$ cat config.mk
export PLATFORM = sky130hd
export DESIGN_NAME = operand_entry
export DESIGN_NICKNAME = d
export VERILOG_FILES = /design/src/rtl/operand_entry_pkg.sv /design/src/rtl/operand_entry_button_debouncer.sv /design/src/rtl/operand_entry.sv
export SDC_FILE = /design/constraint.sdc
export NUM_CORES = 1
export LEC_CHECK = 0
export BUFFER_PORTS_ARGS = -buffer_cell sky130_fd_sc_hd__clkbuf_2
export CORE_ASPECT_RATIO = 0.5
export CORE_MARGIN = 3
export CORE_UTILIZATION = 50
export CTS_BUF_LIST = sky130_fd_sc_hd__clkbuf_8
export CTS_CLUSTER_SIZE = 25
export DETAILED_ROUTE_END_ITERATION = 7
export HOLD_SLACK_MARGIN = 0.15
export MAX_ROUTING_LAYER = met4
export PLACE_DENSITY = 0.73
export SLEW_MARGIN = 20
export SYNTH_ARGS = -nofsm -noshare
export SYNTH_HDL_FRONTEND = slang
export SYNTH_SLANG_ARGS = --single-unit
$ cat constraint.sdc
create_clock -name clk -period 1.6 [get_ports clk]
set_clock_uncertainty 0.05 [all_clocks]
set_input_delay 0.16 -clock clk [delete_from_list [all_inputs] [get_ports clk]]
set_output_delay 0.16 -clock clk [all_outputs]
set_load 0.02 [all_outputs]
$ cat src/rtl/operand_entry_pkg.sv
// Shared definitions for the operand entry path: entry-state encoding and default sizing.
package operand_entry_pkg;

  localparam int unsigned ENTRY_STATE_W       = 2;
  localparam int unsigned DEBOUNCE_CYCLES_DEF = 5000;
  localparam int unsigned OP_W_DEF            = 4;

  typedef enum logic [ENTRY_STATE_W-1:0] {
    S_A    = 2'b00,
    S_B    = 2'b01,
    S_DONE = 2'b10
  } entry_state_e;

endpackage

$ cat src/rtl/operand_entry_button_debouncer.sv
// One pushbutton: 2-FF synchroniser, stability counter, debounced level and a one-cycle press pulse.
module button_debouncer
  import operand_entry_pkg::*;
#(
  parameter int unsigned DEBOUNCE_CYCLES = DEBOUNCE_CYCLES_DEF
) (
  input  logic clk,
  input  logic reset,
  input  logic btn,
  output logic press
);

  localparam int unsigned CNT_W = $clog2(DEBOUNCE_CYCLES);

  logic             sync1;
  logic             sync2;
  logic             level;
  logic [CNT_W-1:0] cnt;

  // Level flips only after the synchronised input has disagreed with it for DEBOUNCE_CYCLES edges.
  always_ff @(posedge clk) begin
    if (reset) begin
      sync1 <= 1'b0;
      sync2 <= 1'b0;
      level <= 1'b0;
      cnt   <= '0;
      press <= 1'b0;
    end else begin
      sync1 <= btn;
      sync2 <= sync1;
      press <= 1'b0;
      if (sync2 != level) begin
        if (cnt == CNT_W'(DEBOUNCE_CYCLES - 1)) begin
          level <= ~level;
          cnt   <= '0;
          press <= ~level;
        end else begin
          cnt <= cnt + CNT_W'(1);
        end
      end else begin
        cnt <= '0;
      end
    end
  end

endmodule

$ cat src/rtl/operand_entry.sv
// Operand entry sequencer: debounced ENTER/CLEAR drive an A -> B -> DONE FSM latching switch operands.
module operand_entry
  import operand_entry_pkg::*;
#(
  parameter int unsigned DEBOUNCE_CYCLES = DEBOUNCE_CYCLES_DEF,
  parameter int unsigned OP_W            = OP_W_DEF
) (
  input  logic                     clk,
  input  logic                     reset,
  input  logic [OP_W-1:0]          sw,
  input  logic                     btn_enter,
  input  logic                     btn_clear,
  output logic [OP_W-1:0]          op_a,
  output logic [OP_W-1:0]          op_b,
  output logic                     operands_valid,
  output logic                     load,
  output logic [ENTRY_STATE_W-1:0] entry_state
);

  logic enter_p;
  logic clear_p;

  button_debouncer #(.DEBOUNCE_CYCLES(DEBOUNCE_CYCLES)) u_enter (
    .clk   (clk),
    .reset (reset),
    .btn   (btn_enter),
    .press (enter_p)
  );

  button_debouncer #(.DEBOUNCE_CYCLES(DEBOUNCE_CYCLES)) u_clear (
    .clk   (clk),
    .reset (reset),
    .btn   (btn_clear),
    .press (clear_p)
  );

  entry_state_e    state;
  entry_state_e    state_nxt;
  logic [OP_W-1:0] op_a_nxt;
  logic [OP_W-1:0] op_b_nxt;
  logic            valid_nxt;
  logic            load_nxt;

  always_ff @(posedge clk) begin
    if (reset) begin
      state          <= S_A;
      op_a           <= '0;
      op_b           <= '0;
      operands_valid <= 1'b0;
      load           <= 1'b0;
    end else begin
      state          <= state_nxt;
      op_a           <= op_a_nxt;
      op_b           <= op_b_nxt;
      operands_valid <= valid_nxt;
      load           <= load_nxt;
    end
  end

  // Clear takes priority over a coincident enter; the unused encoding falls back to a cleared S_A.
  always_comb begin
    state_nxt = state;
    op_a_nxt  = op_a;
    op_b_nxt  = op_b;
    valid_nxt = operands_valid;
    load_nxt  = 1'b0;
    if (clear_p) begin
      state_nxt = S_A;
      op_a_nxt  = '0;
      op_b_nxt  = '0;
      valid_nxt = 1'b0;
    end else begin
      case (state)
        S_A: begin
          if (enter_p) begin
            op_a_nxt  = sw;
            state_nxt = S_B;
          end
        end
        S_B: begin
          if (enter_p) begin
            op_b_nxt  = sw;
            valid_nxt = 1'b1;
            load_nxt  = 1'b1;
            state_nxt = S_DONE;
          end
        end
        S_DONE: begin
          if (enter_p) begin
            op_a_nxt  = sw;
            op_b_nxt  = '0;
            valid_nxt = 1'b0;
            state_nxt = S_B;
          end
        end
        default: begin
          state_nxt = S_A;
          op_a_nxt  = '0;
          op_b_nxt  = '0;
          valid_nxt = 1'b0;
        end
      endcase
    end
  end

  assign entry_state = state;

endmodule
==> results of run 1 <==
[through the flow]
step	hold slack, ps	cells	total power, mW	cell area [um2]	worst slack [ps]
floorplan	238	202	1.21	1860	6.91
global placement	319	272	1.23	2040	28.1
detailed placement	324	272	1.23	2040	1.44
CTS	175	287	1.90	2200	5.59
global route	178	287	1.96	2230	-81.7
finish	171	287	1.87	2230	3.63
[power by group through the flow]
stage                     clock network (mW)  logic (mW)  registers (mW)
after global placement                     0      0.0425            1.18
after detailed placement                   0      0.0429            1.18
after CTS                              0.684      0.0584            1.16
after global routing                   0.733      0.0654            1.16
final                                  0.658      0.0601            1.16
after floorplan                            0      0.0275            1.19
[layer usage]
metal	share of wire [%]	wire length, um	track usage (%)
met1	48	1690	19.9
met2	47	1630	28.4
met3	4.0	141	5.08
met4	1.1	40	6.75
met5	0	0	-
[cell usage in the layout, fill, tap and decap left out, types with 3 or more instances in the layout]
cell type | netlist | routed
nand4_1 | 4 | 4
clkbuf_2 | 0 | 19
or3_4 | 0 | 4
xor2_1 | 5 | 5
dfxtp_1 | 46 | 44
dlygate4sd3_1 | 0 | 6
nand2_1 | 10 | 8
nor2b_1 | 4 | 4
a32oi_1 | 4 | 4
inv_1 | 6 | 6
a21oi_1 | 8 | 8
mux2i_1 | 6 | 6
nor2_1 | 52 | 46
nor2_2 | 0 | 5
nor3_1 | 6 | 6
buf_4 | 0 | 8
nand3_1 | 8 | 8
xnor2_1 | 19 | 19
clkbuf_8 | 0 | 5
nor4_1 | 3 | 3
[repair_timing]
action | 4_1_cts | 5_1_grt
pin swaps | 2 | 14
hold buffers | 6 | 0
resized for setup | 3 | 12
endpoints found under the setup margin | 26 | 28
hold endpoints to repair | 7 | 0
gates cloned | 2 | 0
[sequential cells by signal, summed over array words and instances (netlist names)]
| name | count |
|---|---|
| u_enter.sync2 | 1 |
| u_enter.press | 1 |
| u_clear.cnt | 13 |
| u_enter.cnt | 13 |
| u_enter.sync1 | 1 |
| u_clear.level | 1 |
| load | 1 |
| op_a | 4 |
| u_clear.sync2 | 1 |
| u_enter.level | 1 |
| op_b | 4 |
| entry_state | 2 |
| u_clear.press | 1 |
| u_clear.sync1 | 1 |
| operands_valid | 1 |
[cell type report]
type,instances,area share (%)
multi-input cells,147,41.8
clock inverters,2,0.448
inverters,6,1.01
flip-flops and latches,46,41.4
well taps,48,2.69
clock buffers,5,3.08
repair buffers,33,9.64
[how the worst max path moves through the flow]
stage	start	end	slack, ps	cells past startpoint
after floorplan	u_clear.cnt[3]	u_clear.cnt[9]	7	5
after global placement	u_clear.cnt[3]	u_clear.cnt[4]	30	4
after detailed placement	u_enter.cnt[5]	u_enter.cnt[10]	1	4
after CTS	u_clear.cnt[3]	u_clear.cnt[8]	6	4
after global routing	u_clear.cnt[3]	u_clear.level	-80	4
final	u_enter.cnt[5]	u_enter.cnt[10]	4	4
[cells by family after synthesis]
| family | count (synthesis) |
|---|---|
| buffers and inverters | 11 |
| adders and majority gates | 2 |
| and+or+nand+nor | 100 |
| xor gates and xnor gates | 24 |
| DFF | 46 |
| muxes | 6 |
| AOI/OAI and AO/OA | 13 |
[worst max-delay path, stage by stage (launching register included)]
cell     delay [ps]
dfxtp_2         350
or4b_4          520
nor4_4          250
or3_4           260
nor2_1           60
==> results.tsv, run 1 <==
metric	value	unit
status	finished clean	
synth.most_common_cell	nor2_1	
dieWidth	91.6	um
r2r_end	u_enter.cnt[10]	
grt_pass1_wl	5920	um
period_minus_slack	1600	ps
area_growth	21.9	%
place_congestion	0.765	
ant_nets	0	
fillerInstances	250	
grt_usage	17.2	%
drive_gt1_share	23.0	%
hold_start	reset	
arrival	1740	ps
yosys.cell_types.count	28	
async_flop_share	0	%
synth_area_leaders	dfxtp_1, nor2_1, xnor2_1	
fin_nets	249	
cts-buffers-inserted	5	
fin_setup_tns	0	ps
synth-seq-cells	46	
io_pins	20	
p_seq_share	61.7	%
worstHoldPathCells	2	
vias	1461	
setup_viol	0	
register_area	923	um2
dr.pass1.iters	4	
numPortBuffers	19	
final-hold-violation-count	0	
clkTransAtPathRegs	80	ps
max_slew_margin	77.1	%
max_cap_viol_count	0	
intPower	1.47	mW
yosys.area_share.adder	1.37	%
clock_latency	290	ps
end_kind	register	
min_to	u_enter.level	
clockPowerShare	35.1	%
hpwl	2270	um
rsz0062_at_grt	true	
cts_tree	yes	
muxShareOfSynthArea	3.28	%
cts_root_buffer	clkbuf_8	
seq_area_frac_synth	50.3	%
via_per_inst	5.09	
yosysTopAreaCell	dfxtp_1	
p_leak	0.772	nW
core-area	3240	um2
synth_cells	202	
ys_warn_count	0	
slew_viol_final	0	
syn-num-nets	212	
avgSynthCellArea	9.06	um2
power.switching	400	uW
placementRows	14	
antenna_found_initial	0	
synth-simple-area-share	26.0	%
synth_compound_area_share	4.37	%
synth_edf_count	0	
gr-total-overflow	0	
worstPathMaxFanout	7	
initial_core_util	56.5	%
cp.required	1740	ps
rr_startpoint	u_enter.cnt[5]	
ys.flop_type	dfxtp_1	
hold_path.class	in2reg	
clock.fmax	626	MHz
synth_top_family_by_area	simple AND/OR/NAND/NOR gates	
antenna_cells	0	
drc_errors	0	
wirelength	3500	um
swShare	21.3	%
synth_common_cells	nor2_1, dfxtp_1, xnor2_1	
grt_max_degree	14	
first_iter_violations	40	
post_cts_buffers	0	
die_y	48.8	um
ir_drop	0.501	mV
worstSetupStartpointType	register	
grt_pass1_vias	1335	
clkSinkCount	46	
synth_top_area_share	50.3	%
dieArea	4470	um2
fin_util	68.9	%
multi_input_area	932	um2
setup.worst_path.class	reg2reg	
finalCritPeriodShare	99.8	%
synth_xor_area_share	11.5	%
wire_per_inst	12.2	um
netlist_area	1830	um2
cts_buffer_depth	2	
r2r.worst_path.cells	4	
r2r_slack	4	ps
htreeDepth	2	
powerDensity	840	nW/um2
worstMarginPinSlew	341	ps
p_comb_share	3.2	%
Power figures use the tool's default switching activity.
==> inputs of run 2 (changes only) <==
- CELL_PAD_IN_SITES_DETAIL_PLACEMENT: not set -> 1
- CELL_PAD_IN_SITES_GLOBAL_PLACEMENT: not set -> 1
- CORE_UTILIZATION: 50 -> 41
- PLACE_DENSITY: 0.73 -> 0.78
==> run 2 against run 1 <==
Against the previous run:
- the flow now finishes with violations (setup timing)
- setup slack lost 45 ps
- register-to-register slack lost 50 ps
- sequential power is essentially flat
- critical path type unchanged
- largest power group unchanged
==> results.tsv, run 2 (same netlist as run 1, synthesis figures left out) <==
metric	value	unit
end_kind	register	
status	finished with violations	
numPortBuffers	19	
arrival	1790	ps
grt_max_degree	15	
ir_drop	0.360	mV
clock.fmax	609	MHz
drc_errors	0	
die_y	53.2	um
fin_nets	255	
cp.required	1750	ps
final_common_cell	dfxtp_1	
area_growth	28.3	%
io_pins	20	
first_iter_violations	40	
finalCritPeriodShare	103	%
worstSetupStartpointType	register	
cts_buffer_depth	2	
dieArea	5350	um2
vias	1544	
grt_usage	19.2	%
setup_viol	20	
max_slew_margin	75.7	%
cpMaxStageDelayCell	or4b_4	
core-area	4080	um2
rsz0062_at_grt	true	
wirelength	4430	um
final-hold-violation-count	0	
clkTransAtPathRegs	90	ps
critical-path-top-delay-family	simple AND/OR/NAND/NOR gates	
dieWidth	100	um
grt_pass1_vias	1611	
wire_per_inst	14.8	um
post_cts_buffers	0	
htreeDepth	2	
gr-total-overflow	0	
placementRows	16	
dr.pass1.iters	4	
antenna_found_initial	0	
powerDensity	885	nW/um2
cts_root_buffer	clkbuf_8	
reg_top3	u_clear.cnt x13, u_enter.cnt x13	
path_cells	or4b_4, nor4_4, or3_4, nor2_2	
place_area	2090	um2
max_cap_viol_count	0	
total_power	2.08	mW
period_minus_slack	1640	ps
place_congestion	0.732	
setup.worst_path.class	reg2reg	
worstMarginPinSlew	361	ps
hpwl	2880	um
cts_tree	yes	
antenna_cells	0	
path_buf_inv	0	
hold_path.class	in2reg	
via_per_inst	5.15	
fillerInstances	486	
worstPathMaxFanout	7	
slew_viol_final	0	
clkSinkCount	46	
max_stage_delay	550	ps
cts-buffers-inserted	5	
p_leak	0.810	nW
fin_ws	-41.6	ps
initial_core_util	44.8	%
drive_gt1_share	29.3	%
final_cell_mix	dfxtp_1, nor2_1, xnor2_1, clkbuf_2, buf_4	
clock_latency	310	ps
violations	setup timing	
ant_nets	0	
fin_area	2350	um2
grt_pass1_wl	7380	um
[run 2: cell types whose count changed in the layout (fill, tap and decap cells not counted), moves of 2 or more]
cell / previous run / this run
nor2_2: 5 / 13
nor2_1: 46 / 38
buf_4: 8 / 14
clkinv_2: 2 / 0
[run 2: cell type report]
type                            instances  area (um2)  area share, %
Clock inverter                          3        41.3           1.76
Sequential cell                        46         925           39.4
Inverter                                6        22.5          0.959
Timing Repair Buffer                   39         260           11.1
Tap cell                               54        67.6           2.88
Clock buffer                            5        68.8           2.93
Multi-Input combinational cell        147         963           41.0
[run 2: power by group]
part | internal (mW) | total [mW] | switching (mW)
clock | 0.460 | 0.858 | 0.398
sequential | 1.15 | 1.16 | 0.00578
combinational | 0.0294 | 0.0634 | 0.0340
[run 2: routing by layer]
metal  share of wire, %  GRT usage [%]  vias to the layer above
met5                  0              -                        -
met2                 48           32.9                       29
met1                 44           20.4                      739
li1                   -              -                      762
met3                4.5           5.13                       14
met4                2.9           11.6                        0
[run 2: worst register-to-register path, cell delays in order, from the launching register on]
cell and delay, ps:
dfxtp_2 330, or4b_4 550, nor4_4 270, or3_4 280, nor2_2 70
[run 2: what timing repair did]
action | CTS | global route
cloned | 2 | 0
endpoints found under the setup margin | 18 | 28
endpoints found under the hold margin | 7 | 0
pin swaps | 2 | 13
resized for setup | 3 | 23
hold buffers | 6 | 0
[run 2: path summary, 6_finish.rpt]
path | start | endpoint | slack (ps) | depth (start not counted)
max reg2reg | u_enter.cnt[4] | u_enter.cnt[12] | -40 | 4
min | reset | u_enter.sync2 | 180 | 2
max | u_enter.cnt[4] | u_enter.cnt[12] | -40 | 4
min reg2reg | u_clear.sync1 | u_clear.sync2 | 400 | 1
[run 2: metrics by stage]
step	instances	hold slack [ps]	utilization, %	worst slack (ps)	TNS (ps)
final	300	181	57.5	-41.6	-304
after global routing	300	176	57.5	-110	-2350
after CTS	300	160	55.9	-15.6	-74.4
after detailed placement	284	330	51.1	-27.8	-228
after global placement	284	322	51.1	1.84	0
after floorplan	202	238	-	6.91	0
